[src/rtl/eth_pkg.sv]
// Shared Ethernet subsystem definitions: reset sequencer state encoding and
// default PHY timing constants.
package eth_pkg;

    typedef enum logic [1:0] {
        S_WAIT_LOCK  = 2'd0,
        S_PHY_RST    = 2'd1,
        S_PHY_SETTLE = 2'd2,
        S_RUN        = 2'd3
    } rst_seq_state_t;

    // 10 ms and 30 ms at 100 MHz
    localparam int ETH_PHY_RST_CYCLES    = 1_000_000;
    localparam int ETH_PHY_SETTLE_CYCLES = 3_000_000;

    function automatic int max_int(input int a, input int b);
        return (a > b) ? a : b;
    endfunction

endpackage

[src/rtl/sync_2ff.sv]
// Two-flop single-bit synchronizer with asynchronous active-low reset.
module sync_2ff (
    input  logic i_clk,
    input  logic i_reset,
    input  logic i_d,
    output logic o_q
);

    logic meta_q;
    logic sync_q;

    always_ff @(posedge i_clk or negedge i_reset) begin
        if (!i_reset) begin
            meta_q <= 1'b0;
            sync_q <= 1'b0;
        end else begin
            meta_q <= i_d;
            sync_q <= meta_q;
        end
    end

    assign o_q = sync_q;

endmodule

[src/rtl/eth_rst_sequencer.sv]
// Power-on reset sequencer: waits for PLL lock, pulses the PHY reset, lets the PHY
// settle, then releases the MAC datapath. Restarts on software request or lock loss.
module eth_rst_sequencer
    import eth_pkg::*;
#(
    parameter int PHY_RST_CYCLES    = ETH_PHY_RST_CYCLES,
    parameter int PHY_SETTLE_CYCLES = ETH_PHY_SETTLE_CYCLES
) (
    input  logic       i_clk,
    input  logic       i_reset,
    input  logic       i_pll_locked,
    input  logic       i_sw_rst,
    output logic       o_phy_rst_n,
    output logic       o_mac_rst_n,
    output logic       o_ready,
    output logic [1:0] o_state
);

    localparam int CNT_W = $clog2(max_int(PHY_RST_CYCLES, PHY_SETTLE_CYCLES)) + 1;

    localparam logic [CNT_W-1:0] RST_LAST    = CNT_W'(PHY_RST_CYCLES - 1);
    localparam logic [CNT_W-1:0] SETTLE_LAST = CNT_W'(PHY_SETTLE_CYCLES - 1);

    if (PHY_RST_CYCLES < 1) begin : g_chk_rst_cycles
        $error("eth_rst_sequencer: PHY_RST_CYCLES must be >= 1");
    end
    if (PHY_SETTLE_CYCLES < 1) begin : g_chk_settle_cycles
        $error("eth_rst_sequencer: PHY_SETTLE_CYCLES must be >= 1");
    end

    logic lock_s;

    sync_2ff u_lock_sync (
        .i_clk   (i_clk),
        .i_reset (i_reset),
        .i_d     (i_pll_locked),
        .o_q     (lock_s)
    );

    rst_seq_state_t   state_q, state_d;
    logic [CNT_W-1:0] cnt_q, cnt_d;
    logic             phy_rst_n_q, phy_rst_n_d;
    logic             mac_rst_n_q, mac_rst_n_d;
    logic             ready_q, ready_d;

    always_comb begin
        state_d = state_q;
        cnt_d   = cnt_q;

        if (state_q != S_WAIT_LOCK && !lock_s) begin
            state_d = S_WAIT_LOCK;
            cnt_d   = '0;
        end else if (i_sw_rst && lock_s && state_q != S_WAIT_LOCK) begin
            state_d = S_PHY_RST;
            cnt_d   = '0;
        end else begin
            unique case (state_q)
                S_WAIT_LOCK: begin
                    cnt_d = '0;
                    if (lock_s) begin
                        state_d = S_PHY_RST;
                    end
                end
                S_PHY_RST: begin
                    if (cnt_q == RST_LAST) begin
                        state_d = S_PHY_SETTLE;
                        cnt_d   = '0;
                    end else begin
                        cnt_d = cnt_q + CNT_W'(1);
                    end
                end
                S_PHY_SETTLE: begin
                    if (cnt_q == SETTLE_LAST) begin
                        state_d = S_RUN;
                        cnt_d   = '0;
                    end else begin
                        cnt_d = cnt_q + CNT_W'(1);
                    end
                end
                S_RUN: begin
                    cnt_d = '0;
                end
            endcase
        end
    end

    // Outputs decode the next state so they flip on the same edge as state_q.
    always_comb begin
        phy_rst_n_d = (state_d == S_PHY_SETTLE) || (state_d == S_RUN);
        mac_rst_n_d = (state_d == S_RUN);
        ready_d     = (state_d == S_RUN);
    end

    always_ff @(posedge i_clk or negedge i_reset) begin
        if (!i_reset) begin
            state_q     <= S_WAIT_LOCK;
            cnt_q       <= '0;
            phy_rst_n_q <= 1'b0;
            mac_rst_n_q <= 1'b0;
            ready_q     <= 1'b0;
        end else begin
            state_q     <= state_d;
            cnt_q       <= cnt_d;
            phy_rst_n_q <= phy_rst_n_d;
            mac_rst_n_q <= mac_rst_n_d;
            ready_q     <= ready_d;
        end
    end

    assign o_phy_rst_n = phy_rst_n_q;
    assign o_mac_rst_n = mac_rst_n_q;
    assign o_ready     = ready_q;
    assign o_state     = state_q;

endmodule

[config.mk]
export PLATFORM = sky130hd
export DESIGN_NAME = eth_rst_sequencer
export DESIGN_NICKNAME = d
export VERILOG_FILES = /design/src/rtl/eth_pkg.sv /design/src/rtl/sync_2ff.sv /design/src/rtl/eth_rst_sequencer.sv
export SDC_FILE = /design/constraint.sdc
export NUM_CORES = 1
export LEC_CHECK = 0
export CORE_MARGIN = 1.5
export CORE_UTILIZATION = 45
export CTS_CLUSTER_DIAMETER = 120
export DETAILED_ROUTE_END_ITERATION = 8
export DONT_BUFFER_PORTS = 1
export GPL_ROUTABILITY_DRIVEN = 0
export PLACE_DENSITY = 0.65
export SKIP_CTS_REPAIR_TIMING = 1
export SYNTH_ARGS = -nofsm -noshare
export SYNTH_HDL_FRONTEND = slang
export SYNTH_SLANG_ARGS = --single-unit
[constraint.sdc]
create_clock -name i_clk -period 5.2 [get_ports i_clk]
set_input_delay 0.52 -clock i_clk [delete_from_list [all_inputs] [get_ports i_clk]]
set_output_delay 0.52 -clock i_clk [all_outputs]
set_load 0.02 [all_outputs]
==> metrics.yaml <==
status: "finished clean"
worstMarginPinSlew_ps: 1003
ys_seq_elements: 29
start_util_pct: 46.79
syn_to_final_growth_pct: 5.816
placed_cells: 188
slew_viol_final: 0
hp-class: "in2reg"
grt_pass1_wl_um: 5430
worstSetupPathType: "reg2reg"
grt_usage_pct: 20.32
cts-buffers-inserted: 5
setup_viol: 0
final_nets: 156
highest_layer: "met4"
slew_headroom_pct: 33.12
power.switching_uw: 86.63
ys_async_sr_fraction_pct: 100.0
first_pass_iters: 4
first_global_vias: 1147
vias: 1199
core.rowCount: 21
end_kind: "flip-flop"
internal_power_uw: 282.1
place_area_mm2: 0.001558
remaining_drc_errors: 0
num_io_pins: 9
layout-drive-gt1-share_pct: 10.53
cts.sinks: 29
clock_latency_ps: 330
switching_share_pct: 23.49
grt-ovfl-total: 0
fin_crit_sh_pct: 46.09
critPathLaunchType: "flip-flop"
clock_skew_ps: 9.047
syn_area_mm2: 0.001549
cts_tree: "yes"
critical-path-max-stage-delay_ps: 850
seqPwrFrac_pct: 62.1
fp.dieH_um: 61.67
synth_fp_nets: 155
core-area_mm2: 0.003311
clockBufferDepth: 2
dieArea_mm2: 0.003803
cpMaxStageDelayCell: "o21ai_2"
dr_wl_met3_um: 108
yosys_warnings: 0
power_density_mw_per_mm2: 225.0
tns_ps: 0
min_period_ps: 2397
wl_met1_um: 1560
layoutNonFillerInstCount: 198
dr.first_iter.drc_count: 111
routed_wl_um: 3094
maxCapViolCount: 0
finalHoldViolCount: 0
cp.required_ps: 5370
ant_nets: 0
final_area_mm2: 0.001639
clk_pin_slew_ps: 90
critPathMaxFanout: 23
antenna-diode-count: 0
power.share.clock_pct: 34.7
place_hpwl_um: 2097
netlist_instances: 150
route.met2.wl_um: 1358
antenna_found_initial: 0
wl_per_cell_um: 15.63
portBuffers: 0
power_uw: 368.7
grt_max_degree: 30
synth_ff_type: "dfrtp_1"
root_buffer: "clkbuf_4"
die_w_um: 61.67
ys_seq_area_share_pct: 46.85
crit_chain: "nor4b_1, nand4_1, o21ai_2, a22oi_1"
p_comb_share_pct: 3.2
synth.distinct_cells: 41
htree_levels: 2
fmax_mhz: 417.2
rsz0062_at_grt: "no"
synth-edff-count: 0
irDropWorstVdd_uv: 103.3
p_leak_nw: 0.6396
arrival_ps: 2570
via_per_inst: 6.056
syn_avg_cell_area_um2: 10.33
[critical path, delay by kind of cell (launching register included)]
family	cells	cell delay (ps)
flops	1	450
simple gates	2	730
compound gates	2	1070
[per-stage QoR]
step	setup slack, ps	hold slack [ps]	util [%]
6_report	2803	217.8	49.51
5_1_grt	2608	195.3	49.51
4_1_cts	2834	-138.5	48.60
3_5_place_dp	2840	225.0	47.05
3_3_place_gp	2918	225.0	47.05
2_1_floorplan	3532	224.4	-
[cell type report]
type | instances | area [µm²]
tap | 46 | 57.56
fill | 325 | 1672
clock inverter | 2 | 10.01
clock buffer | 6 | 41.29
multi-input combinational | 108 | 752.0
timing repair buffer | 3 | 37.54
sequential | 29 | 725.7
inverter | 4 | 15.01
[path summary, 6_finish.rpt]
| path | start | end | slack, ps | cells past startpoint |
|---|---|---|---|---|
| max | cnt_q[11]$_DFF_PN0_ | cnt_q[15]$_DFF_PN0_ | 2800 | 4 |
| min | i_pll_locked | u_lock_sync.meta_q$_DFF_PN0_ | 220 | 0 |
| max reg2reg | cnt_q[11]$_DFF_PN0_ | cnt_q[15]$_DFF_PN0_ | 2800 | 4 |
| min reg2reg | u_lock_sync.meta_q$_DFF_PN0_ | u_lock_sync.o_q$_DFF_PN0_ | 360 | 0 |
| max in group asynchronous | i_reset | cnt_q[4]$_DFF_PN0_ | 4410 | 2 |
| min in group asynchronous | i_reset | cnt_q[8]$_DFF_PN0_ | 620 | 2 |
[per-layer routing]
layer	global-route usage, %	up-vias
li1	-	575
met1	27.70	597
met2	29.62	20
met3	6.303	7
met4	9.119	0
met5	0	-
[flip-flops by register name, indices dropped and copies added (netlist names)]
name and cells:
cnt_q 23, o_phy_rst_n 1, u_lock_sync.o_q 1, o_state 2
u_lock_sync.meta_q 1, o_ready 1
[layout by cell type, fill, tap and decap left out, types with 2 or more instances in the layout]
master,instances
nor3_1,3
nand4_1,4
clkbuf_4,5
or3_1,2
inv_1,4
o21ai_0,2
a22oi_2,2
a22oi_1,7
and3_1,3
dfrtp_1,29
or4_1,7
nor4_1,2
nand3_1,10
o211a_1,2
nor2_1,2
and4_1,4
nand2_1,7
a21oi_1,13
xor2_1,8
clkinv_2,2
xnor2_1,4
o31ai_1,7
nand4_2,2
[cell usage after synthesis (3+ instances only)]
| cell | instances | area (µm²) |
|---|---|---|
| dfrtp_1 | 29 | 725.7 |
| a21oi_1 | 13 | 65.06 |
| nand3_1 | 10 | 50.05 |
| xor2_1 | 8 | 70.07 |
| a22oi_1 | 7 | 52.55 |
| nand2_1 | 7 | 26.28 |
| o31ai_1 | 7 | 52.55 |
| or4_1 | 7 | 52.55 |
| buf_2 | 6 | 30.03 |
| and4_1 | 4 | 35.03 |
| inv_1 | 4 | 15.01 |
| nand4_1 | 4 | 25.02 |
| xnor2_1 | 4 | 35.03 |
| and3_1 | 3 | 18.77 |
| nor3_1 | 3 | 15.01 |
[power groups by stage]
stage,clock (mW),sequential [mW],combinational [mW]
after floorplan,0,0.233,0.00412
after global routing,0.143,0.229,0.0133
after detailed placement,0,0.233,0.00517
after CTS,0.131,0.229,0.00519
final,0.128,0.229,0.0118
after global placement,0,0.233,0.00511
[cells by family after synthesis]
kind of cell             Yosys count  share of synthesized area [%]
AND/OR/NAND/NOR                   56                          23.26
buffers and inverters             13                          4.604
XOR/XNOR                          12                          6.785
AO/OA/AOI/OAI                     39                          17.69
flip-flops                        29                          46.85
adder cells (fa/ha/maj)            1                         0.8076
Note: power is estimated with default switching activity, not from simulation.
